File: config.mk
export PLATFORM = sky130hd
export DESIGN_NAME = bin2bcd_seq_flat
export DESIGN_NICKNAME = d
export VERILOG_FILES = /design/src/rtl/bin2bcd_seq_if.sv /design/src/rtl/bin2bcd_seq.sv /design/src/flat_wrapper.sv
export SDC_FILE = /design/constraint.sdc
export NUM_CORES = 1
export LEC_CHECK = 0
export CORE_MARGIN = 5
export CORE_UTILIZATION = 40
export CTS_CLUSTER_SIZE = 10
export DETAILED_ROUTE_END_ITERATION = 10
export PLACE_DENSITY = 0.69
export SETUP_SLACK_MARGIN = 0.05
export SLEW_MARGIN = 40
export SYNTH_ARGS = -nofsm -noshare
export SYNTH_HDL_FRONTEND = slang
export SYNTH_SLANG_ARGS = --single-unit
File: constraint.sdc
create_clock -name clock -period 2.73 [get_ports clock]
set_input_delay 0.819 -clock clock [delete_from_list [all_inputs] [get_ports clock]]
set_output_delay 0.819 -clock clock [all_outputs]
set_load 0.02 [all_outputs]
File: src/rtl/bin2bcd_seq_if.sv
// Start/done handshake and result bus for bin2bcd_seq; the requester uses master, the converter uses slave.
// Parameters must match the bin2bcd_seq instance attached to the slave modport.
interface bin2bcd_seq_if #(
  parameter int BIN_WIDTH = 16,
  parameter int DIGITS    = 5
);
  logic                   start;
  logic [BIN_WIDTH-1:0]   bin_in;
  logic                   busy;
  logic                   done;
  logic [4*DIGITS-1:0]    bcd_out;
  logic                   overflow;
  logic                   sign;

  modport master (
    output start, bin_in,
    input  busy, done, bcd_out, overflow, sign
  );

  modport slave (
    input  start, bin_in,
    output busy, done, bcd_out, overflow, sign
  );
endinterface

File: src/rtl/bin2bcd_seq.sv
// Sequential double-dabble binary-to-BCD converter; signed operands when BIN2BCD_SEQ_SIGNED_EN is defined.
// Latency BIN_WIDTH+1 cycles start-to-done; start is only sampled in IDLE, never queued.
module bin2bcd_seq #(
  parameter int BIN_WIDTH = 16,
  parameter int DIGITS    = 5
) (
  input  logic        clock,
  input  logic        reset_n,
  bin2bcd_seq_if.slave bus
);

  localparam int CW = $clog2(BIN_WIDTH);
  localparam int BW = 4 * DIGITS;

  typedef enum logic [1:0] {IDLE, SHIFT, FINISH} state_t;

  state_t               state, state_nxt;
  logic [BIN_WIDTH-1:0] sr;
  logic [BIN_WIDTH-1:0] load_mag;
  logic [BW-1:0]        wd;
  logic [BW-1:0]        wd_adj;
  logic [CW-1:0]        cnt;
  logic                 ovf_sticky;
  logic                 done_q;
  logic [BW-1:0]        bcd_q;
  logic                 ovf_q;

  always_ff @(posedge clock) begin
    if (!reset_n) state <= IDLE;
    else          state <= state_nxt;
  end

  always_comb begin
    state_nxt = state;
    case (state)
      IDLE:    if (bus.start) state_nxt = SHIFT;
      SHIFT:   if (cnt == CW'(BIN_WIDTH - 1)) state_nxt = FINISH;
      FINISH:  state_nxt = IDLE;
      default: state_nxt = IDLE;
    endcase
  end

  // Add-3 correction for every digit at or above 5, ahead of the shift.
  always_comb begin
    wd_adj = wd;
    for (int i = 0; i < DIGITS; i++) begin
      if (wd[4*i +: 4] >= 4'd5) wd_adj[4*i +: 4] = wd[4*i +: 4] + 4'd3;
    end
  end

  always_ff @(posedge clock) begin
    if (!reset_n) begin
      sr         <= '0;
      wd         <= '0;
      cnt        <= '0;
      ovf_sticky <= 1'b0;
      bcd_q      <= '0;
      ovf_q      <= 1'b0;
      done_q     <= 1'b0;
    end else begin
      done_q <= (state == FINISH);
      case (state)
        IDLE: begin
          if (bus.start) begin
            sr         <= load_mag;
            wd         <= '0;
            cnt        <= '0;
            ovf_sticky <= 1'b0;
          end
        end
        SHIFT: begin
          // Bits leaving the top digit mean the value needs more than DIGITS digits.
          wd         <= {wd_adj[BW-2:0], sr[BIN_WIDTH-1]};
          sr         <= {sr[BIN_WIDTH-2:0], 1'b0};
          ovf_sticky <= ovf_sticky | wd_adj[BW-1];
          cnt        <= cnt + 1'b1;
        end
        FINISH: begin
          bcd_q <= wd;
          ovf_q <= ovf_sticky;
        end
        default: ;
      endcase
    end
  end

`ifdef BIN2BCD_SEQ_SIGNED_EN
  logic sign_cap;
  logic sign_q;

  // Two's-complement negate; the most negative value maps to 2^(BIN_WIDTH-1) as unsigned.
  assign load_mag = bus.bin_in[BIN_WIDTH-1] ? (~bus.bin_in + BIN_WIDTH'(1)) : bus.bin_in;

  always_ff @(posedge clock) begin
    if (!reset_n) begin
      sign_cap <= 1'b0;
      sign_q   <= 1'b0;
    end else begin
      if (state == IDLE && bus.start) sign_cap <= bus.bin_in[BIN_WIDTH-1];
      if (state == FINISH)            sign_q   <= sign_cap;
    end
  end

  assign bus.sign = sign_q;
`else
  assign load_mag = bus.bin_in;
  assign bus.sign = 1'b0;
`endif

  assign bus.busy     = (state != IDLE);
  assign bus.done     = done_q;
  assign bus.bcd_out  = bcd_q;
  assign bus.overflow = ovf_q;

endmodule
File: src/flat_wrapper.sv
// flat-port wrapper written by rule: the top's interface ports become plain ports
module bin2bcd_seq_flat 
#(
  parameter int BIN_WIDTH = 16,
  parameter int DIGITS    = 5
)
  (clock, reset_n, bus_start, bus_bin_in, bus_busy, bus_done, bus_bcd_out, bus_overflow, bus_sign);
  bin2bcd_seq_if #(.BIN_WIDTH(BIN_WIDTH), .DIGITS(DIGITS)) bus_i ();
  input  logic clock;
  input  logic reset_n;
  input wire logic [$bits(bus_i.start)-1:0] bus_start;
  input wire logic [$bits(bus_i.bin_in)-1:0] bus_bin_in;
  output wire logic [$bits(bus_i.busy)-1:0] bus_busy;
  output wire logic [$bits(bus_i.done)-1:0] bus_done;
  output wire logic [$bits(bus_i.bcd_out)-1:0] bus_bcd_out;
  output wire logic [$bits(bus_i.overflow)-1:0] bus_overflow;
  output wire logic [$bits(bus_i.sign)-1:0] bus_sign;
  assign bus_i.start = bus_start;
  assign bus_i.bin_in = bus_bin_in;
  assign bus_busy = bus_i.busy;
  assign bus_done = bus_i.done;
  assign bus_bcd_out = bus_i.bcd_out;
  assign bus_overflow = bus_i.overflow;
  assign bus_sign = bus_i.sign;
  bin2bcd_seq #(.BIN_WIDTH(BIN_WIDTH), .DIGITS(DIGITS)) u_core (.clock(clock), .reset_n(reset_n), .bus(bus_i));
endmodule
# Word-level counts from Yosys, hierarchy flattened
# Index checks and enable logic that the tools add are counted.
op_classes:
  addsub: 6
  multipliers: 0
  div_mod_pow: 0
  magnitude_cmp: 5
  eq_ne: 5
  shift: 0
  n_mux: 16
  bitwise_logic: 1
  reduce_logical: 5
op_table:
  columns: ["operator", "count"]
  rows:
  - ["$pmux W20 S2", 1]
  - ["$pmux W16 S2", 1]
  - ["$mux W4", 6]
  - ["$add A4 B2 Y4 const B", 5]
  - ["$ge A4 B3 Y1 const B", 5]
  - ["$mux W20", 1]
  - ["$mux W16", 1]
  - ["$pmux W4 S2", 1]
  - ["$add A4 B1 Y4 const B", 1]
  - ["$eq A4 B4 Y1 const B", 1]
  - ["$mux W2", 2]
  - ["$pmux W2 S2", 1]
  - ["$reduce_and A2 Y1", 2]
  - ["$reduce_bool A2 Y1", 2]
  - ["$eq A2 B1 Y1 const B", 1]
  - ["$eq A2 B2 Y1 const B", 1]
  - ["$logic_not A2 Y1", 1]
  - ["$ne A2 B1 Y1 const B", 1]
  - ["$ne A2 B2 Y1 const B", 1]
  - ["$pmux W1 S2", 1]
  - ["$mux W1", 1]
  - ["$or A1 B1 Y1", 1]
word_totals:
  reg_bits: 65
  latchBits: 0
  ramBits: 0
  rom_bits: 0
  input_bits: 19
  elab_cells: 46
  memories: 0

# Depth between registers and ports, before layout
# Gate-level depths: netlist (run 1).
depth:
  ltp_word: 4
  depth_mapped: 5
  ltp_nobuf: 5

# Worst setup path after synthesis (run 1)
# Ideal clock, no wire load.
synth_path:
  kind: "in2reg"
  start: "input port reset_n"
  end: "register u_core.wd[17]"
  setup_ns: 0.079
  arrival_ns: 1.625
  required_time_ns: 2.651
  path_slack_ns: 1.027
  path_stages: 5
  n_path_buf: 2
  cell_sequence: "buf_2 nand3b_4 buf_6 a2111o_1 o211ai_1"
synth_rtl:
  columns: ["element", "line_no", "source"]
  rows:
  - ["start, declared", "flat_wrapper.sv:10", "input logic reset_n;"]
  - ["end signal, assigned", "bin2bcd_seq.sv:73", "wd <= {wd_adj[BW-2:0], sr[BIN_WIDTH-1]};"]
  - ["end, declared", "bin2bcd_seq.sv:20", "logic [BW-1:0] wd;"]

# Worst setup path in the final report (run 1)
layout_path:
  start: "register u_core.state[0]"
  end: "output port bus_busy"
layout_between:
  elab_chain_cells: 1
layout_lines:
  columns: ["element", "line_no", "source"]
  rows:
  - ["start, declared", "bin2bcd_seq.sv:17", "state_t state, state_nxt;"]
  - ["start signal, assigned", "bin2bcd_seq.sv:30", "else state <= state_nxt;"]
  - ["$reduce_bool A2 Y1", "bin2bcd_seq.sv:110", "assign bus.busy = (state != IDLE);"]
  - ["end, declared", "flat_wrapper.sv:13", "output wire logic [$bits(bus_i.busy)-1:0] bus_busy;"]
# Every way passes these cells.

==> reports/results.txt, run 1 <==
The share of synthesized area in the top cell type comes to 40.6%. The share of the clock period used by the worst path was 81.4%; the worst vdd rail ir drop was 302 uV. For hold timing, the worst endpoint is u_core.bus.bcd_out[10]. The type of element launching the critical path is a flip-flop. The buffer levels on the longest clock path was 2; the die outline area was 0.00990 mm^2. The final setup skew was 0.00626 ns; the ratio of total power to cell area was 521 mW/mm^2. The clock sink count was 65; the count of port buffers added during placement was 41.

The die is 99.5 um wide. The tools report the arrival time reported for the critical path endpoint as 1.40 ns. For the count of vias placed by the detailed router, the log shows 2713. The post-cts gate resize count is 0, and the first-iteration detailed-routing DRC count is 97. The run gives 0 as the number of endpoints failing setup at the final stage.

The logs give 0 for the final number of max-transition violations and 0 for the post-detailed-route count of antenna-violating nets. Cell at the root of the clock tree: clkbuf_8. The clock reaches the later pin of the worst-skew pair after 0.34 ns.

The cell area that synthesis handed to floorplanning was 0.00320 mm^2. Of all nets on the critical path, the largest fanout is 3. For this run, the post-layout net count is 416. Of all flip-flops after synthesis, the portion carrying an async set or reset was 0%. Count of maximum capacitance violations: 0. CTS clock-pin slew for the worst setup and hold paths: 0.07 ns.

The overall die height was 99.5 um. Leading cell type in the layout, fill and taps excluded: dfxtp_1. Using the TritonRoute via totals, the vias-per-cell ratio works out to 5.50. The final critical path time including I/O delays and setup is 2.22 ns, and the number of hold-repair buffers added at the cts stage is 0.

For the via count of the first global-routing pass, the log shows 2636. The number of antenna diodes in the final layout is 0. The worst setup path category was flip-flop to output pin.

In this run, synthesis produced a sequential element count of 65. The flow ran to the end, and the final reports show no timing, DRC or antenna violations. For the pin with the worst max-slew slack, the measured transition is 0.744 ns. The average wire per cell in the routed design was 14.3 um. Leaving out fill and tap cells, the most frequent cells in the layout are 65 x dfxtp_1, 44 x nand2_1, 40 x clkdlybuf4s50_1, 27 x nand3_1. Counting every net in the synthesized netlist gives 389. Row generation in the floorplan step produced 32 rows. Depth of the worst register-to-register path: 4.

Pin placement for this block handled 43 I/O pins. The static leakage power was 1.31 nW. CTS built an H-tree with a depth of 3. The finished cells cover 0.00380 mm^2.

Setup repair after global routing left no endpoint under its margin. Yosys attributes the largest share of cell area to dfxtp_1 41%, a21boi_1 5.4%, nand2_1 5.2%. Relative to the synthesized area, the layout overhead comes to 18.5%. The number of unique standard cell types used by synthesis is 47.

The congestion estimate from routability-driven global placement came to 0.800. Entering global routing, the biggest net connects 34 pins. The maximum frequency from static timing analysis is 450 MHz, and the leftover overflow at the end of global routing is 0.

The number of enable-type register cells in the synthesized netlist was 0. The number of endpoints with negative hold slack in the final report was 0. In the routed design, unresolved DRC markers number 0. Commonest register cell after synthesis: dfxtp_1. The first global-routing pass estimated 12100 um of wire. In the global route stage, overall resource usage came out at 15.0%.

The startpoint identified for the worst register-to-register timing path is u_core.state[0]. Headroom to the max-slew limit came out at 50.4%. For this configuration, the core starts out at a cell density of 41.3%.

The count of buffers added by post-CTS timing repair for setup is 0. For the required time at the worst-slack endpoint, the log shows 1.91 ns. STA classifies the critical path endpoint as an output pin.

The worst hold path was traced through 2 stages. The count of TritonRoute iterations in the first routing pass was 7. In this run, CTS created clock tree buffers numbering 9. The number of antenna violations at the first check in global routing came out at 0. The min-delay analysis places its worst path in the category flip-flop to flip-flop. On the final layout, the worst hold slack is 0.450 ns. The HPWL after detailed placement is 4630 um. The library cell occupying the most area in the post-synthesis netlist was dfxtp_1. The count of synthesis-stage warnings from yosys came out at 0. The core box area was 0.00777 mm^2; the proportion of layout cells with a drive suffix above 1 was 11.0%. Endpoint of the lowest-slack register-to-register path: u_core.bus.bcd_out[0]. TritonCTS built the clock tree. The final layout contains routed wiring with a total length of 7070 um. Summing all placed instances gives a cell area of 0.00361 mm^2. Summing the sequential cell areas from Yosys gives 40.6% of the chip area.

In this run the most critical hold path is launched from u_core.bus.bcd_out[10]. The tools report the setup total negative slack as 0 ns. A synthesized cell averages 8.93 um^2. The slack of the worst reg-to-reg path was 1.13 ns. Synthesis handed over a netlist of 359 instances.
## how the worst max path moves through the flow
| stage | startpoint | end | slack, ns | cells after the start |
|---|---|---|---|---|
| 2_1_floorplan | reset_n | u_core.wd[17] | 1.03 | 5 |
| 3_3_place_gp | bus_start | u_core.sr[9] | 0.40 | 4 |
| 3_5_place_dp | bus_start | u_core.sr[9] | 0.36 | 4 |
| 4_1_cts | u_core.state[0] | bus_busy | 0.46 | 3 |
| 5_1_grt | u_core.state[0] | bus_busy | 0.43 | 3 |
| 6_report | u_core.state[0] | bus_busy | 0.51 | 3 |
## area by class of cell
type                            instances  area, um^2
Fill cell                             745        3970
Tap cell                              102         128
Clock inverter                          2        10.0
Timing Repair Buffer                   48         458
Inverter                               13        48.8
Clock buffer                           14         183
Multi-Input combinational cell        249        1670
Sequential cell                        65        1300
## critical path, stage by stage, from the launching register on
cell and delay [ns]:
dfxtp_1 0.32, nor2_2 0.16, inv_1 0.05, clkdlybuf4s50_1 0.53
## report_power, final
| group | total [W] | leakage [nW] | internal (W) | switching (W) |
|---|---|---|---|---|
| clock | 0.000777 | 0.102 | 0.000426 | 0.000350 |
| combinational | 0.000200 | 0.684 | 0.0000916 | 0.000108 |
| sequential | 0.00100 | 0.528 | 0.000979 | 0.0000232 |
| total | 0.00198 | 1.31 | 0.00150 | 0.000481 |
## sequential cells by signal (all words and copies together), names as in the netlist
name / flops
u_core.wd: 20
u_core.ovf_sticky: 1
u_core.bus.bcd_out: 20
u_core.bus.done: 1
u_core.cnt: 4
u_core.sr: 16
u_core.state: 2
u_core.bus.overflow: 1
## synthesized netlist by cell type (8+ instances only)
master    count
buf_2        11
a21oi_1      17
a21boi_1     23
clkbuf_1     11
nand3_1      27
inv_1        12
o21ai_0      23
a2111o_1     10
nand2b_1      8
nand2_1      44
ha_1         11
o221ai_1      9
o211ai_1     10
dfxtp_1      65
## routing by layer
layer | share of wire, % | GRT usage (%) | vias to the layer above
li1 | - | - | 1352
met1 | 48 | 19.5 | 1276
met2 | 45 | 23.3 | 73
met3 | 5.2 | 3.79 | 12
met4 | 2.1 | 6.72 | 0
met5 | 0 | 0 | -
## through the flow
| step | setup WS, ns | power [W] | instances | util [%] |
|---|---|---|---|---|
| finish | 0.508 | 0.00198 | 493 | 48.9 |
| global route | 0.430 | 0.00206 | 493 | 48.9 |
| CTS | 0.462 | 0.00200 | 493 | 48.9 |
| detailed placement | 0.357 | 0.00122 | 477 | 46.4 |
| global placement | 0.402 | 0.00122 | 477 | 46.4 |
| floorplan | 1.03 | 0.00116 | 359 | - |
## cell families after synthesis
| kind of cell | count (synthesis) | share of synthesized area (%) |
|---|---|---|
| AOI/OAI and AO/OA | 117 | 26.7 |
| DFF | 65 | 40.6 |
| buffers and inverters | 45 | 7.26 |
| xor gates and xnor gates | 4 | 1.09 |
| adders and majority gates | 11 | 4.30 |
| other | 1 | 0.117 |
| muxes | 1 | 0.312 |
| and+or+nand+nor | 115 | 19.6 |
(Power assumes the default switching activity.)
==> inputs of run 2 (changes only) <==
Settings changed: PLACE_DENSITY 0.69 to 0.72.
Clock period 2.73 ns to 1.9 ns, I/O delays scaled along.
==> reports/results.txt, run 2 (synthesis results as in run 1) <==
The tools report the endpoint class of the critical path as an output pin. The floorplan die width works out to 99.5 um. Setup violations remaining at the end of the flow were counted as 0.

The required time at the worst-slack endpoint was 1.33 ns; the clock latency reported for the late side of the worst-skew pair was 0.34 ns. TritonCTS built the clock tree. The worst hold path stage count was 2. The run gives 2 as the buffer levels on the longest clock path.

The flow ran to the end, and the final reports show no timing, DRC or antenna violations. For hold timing, the worst endpoint is u_core.bus.bcd_out[12]. From synthesis to final layout, the design area changed by 21.4%.

The number of inserted diodes is 0, and the setup total negative slack is 0 ns. The run gives 500 as the count of non-filler cells in the finished layout. On the final layout, the worst clock skew is 0.00754 ns.

For this run, design rule violations remaining after detail routing come to 0. Dividing the detail-routed wire length by the instance count gives 14.1 um. Routability-driven placement finished with a final weighted congestion of 0.839.

The class of the most critical hold timing path is flip-flop to flip-flop. The run gives 0 as the final number of max-transition violations. Max-cap violations in this run came to 0. The worst setup path is of the flip-flop to output pin kind.

In the layout the commonest cells are 65 x dfxtp_1, 44 x nand2_1, 27 x nand3_1, 23 x o21ai_0, 23 x a21boi_1. After layout, the minimum clock period comes to 1.77 ns. In the global route stage, overall resource usage came out at 14.9%.

The logs give 65 for the clock sink count and 1.49 nW for the static leakage power. The die covers 0.00990 mm^2. The number of antenna violations at the first check in global routing came out at 0. The number of endpoints with negative hold slack in the final report was 0. The total area inside the core boundary comes to 0.00777 mm^2.

In this run the count of I/O pins placed on the die edge is 43. The highest net fanout along the worst path was 3; the post-detailed-route count of antenna-violating nets was 0. The initial utilization of the core area, before any placement, comes to 41.3%. The count of buffers added by post-CTS timing repair for setup is 0.

In this run the critical register-to-register path is captured at u_core.sr[11]. In this run the most critical hold path is launched from u_core.bus.bcd_out[12]. The run gives 423 as the count of nets after finishing.

The run gives 0.449 ns as the hold slack. After layout, the worst path uses 93.3% of the clock period. Before antenna repair, the detailed router went through 4 iterations. First-iteration detailed-routing DRC count: 102. The launch instance of the worst register-to-register path was u_core.state[0]. The first global-routing pass estimated 12200 um of wire. Global routing finished with a remaining overflow of 0.

Detailed placement ended at an HPWL of 4790 um. The number of hold buffers added after CTS was 0. Setup repair after global routing left no endpoint under its margin.

The via count of the first global-routing pass was 2658. The routed layout has 2700 vias. Across the VDD grid, the largest voltage drop is 518 uV. Summing all placed instances gives a cell area of 0.00367 mm^2. For the total wire length, the log shows 7030 um.

The cell sitting at the root of the clock tree is a clkbuf_8. The number of levels in the clock H-tree is 3, and the overall die height is 99.5 um. At the placement stage, the worst setup path has a slack of -0.0914 ns. In the final layout, the share of cells above drive strength 1 is 12.8%.

STA puts the critical path data arrival time at 1.20 ns. The layout has 764 filler cells. Timing would allow up to 564 MHz.

The library cell used most frequently in the layout, excluding fill and tap cells, is dfxtp_1. STA classifies the critical path startpoint as a flip-flop. Dividing the detail-routed via count by the number of cells gives 5.40. Across all register-to-register paths, the minimum setup slack is 0.39 ns.

After clock tree synthesis, the clock-pin slew on the worst setup and hold paths is 0.07 ns. The count of port buffers added during placement works out to 41. Across all setup checks in the final design, the least slack found is 0.126 ns. After detailed placement, the design holds a cell count of 484. The number of placement rows came out at 32. For the pin count of the biggest net entering global routing, the log shows 26. The finished cells cover 0.00389 mm^2. The run gives 9 as the total CTS buffers. For the worst flop-to-flop path, the logic depth is 4. Dividing total power by cell area gives a power density of 811 mW/mm^2.
run 2: cell types whose count changed in the layout (fill, tap and decap cells not counted):
cell             previous run  this run
clkbuf_8                   13         9
clkinv_4                    0         1
clkdlybuf4s50_1            40        17
clkbuf_1                    1         0
clkinvlp_4                  0         2
buf_12                      0         1
dlymetal6s2s_1              0         1
dlygate4sd2_1               0        22
buf_4                       7        13
bufinv_16                   0         3
clkinv_2                    2         1
run 2: cell type report:
class | instances | area [um^2] | area share [%]
multi-input combinational | 249 | 1670 | 43.0
sequential | 65 | 1300 | 33.5
timing repair buffer | 55 | 498 | 12.8
tap | 102 | 128 | 3.28
clock buffer | 9 | 124 | 3.19
clock inverter | 7 | 119 | 3.06
inverter | 13 | 48.8 | 1.25
run 2: stage by stage:
stage | utilization (%) | total power, W
after global routing | 50.1 | 0.00329
final | 50.1 | 0.00316
after floorplan | - | 0.00167
after detailed placement | 47.3 | 0.00177
after CTS | 50.0 | 0.00319
after global placement | 47.3 | 0.00177
run 2: critical path, stage by stage, from the launching register on:
cell,delay (ns)
dfxtp_1,0.32
nor2_2,0.18
inv_1,0.05
dlygate4sd2_1,0.32
run 2: what timing repair did:
item	4_1_cts	5_1_grt
gates cloned	0	0
setup endpoints to repair	22	1
resized for setup	22	1
run 2: per-layer routing:
| layer | vias to the layer above | global-route usage (%) | part of all wire [%] |
|---|---|---|---|
| li1 | 1360 | - | - |
| met2 | 80 | 24.2 | 46 |
| met1 | 1252 | 18.9 | 47 |
| met3 | 8 | 4.91 | 6.1 |
| met5 | - | 0 | 0 |
| met4 | 0 | 4.31 | 1.1 |
run 2: worst max path at each step:
stage                    start             to  slack (ns)  depth (start not counted)
3_3_place_gp         bus_start  u_core.sr[10]       -0.05                          5
2_1_floorplan          reset_n  u_core.wd[17]        0.45                          5
4_1_cts        u_core.bus.done       bus_done        0.07                          1
6_report       u_core.state[0]       bus_busy        0.13                          3
3_5_place_dp         bus_start   u_core.sr[6]       -0.09                          5
5_1_grt        u_core.state[0]       bus_busy        0.05                          3
run 2: power by group:
| group | total, W | internal [W] | switching (W) |
|---|---|---|---|
| clock | 0.00141 | 0.000870 | 0.000542 |
| sequential | 0.00144 | 0.00141 | 0.0000342 |
| combinational | 0.000302 | 0.000145 | 0.000157 |
| total | 0.00316 | 0.00242 | 0.000734 |
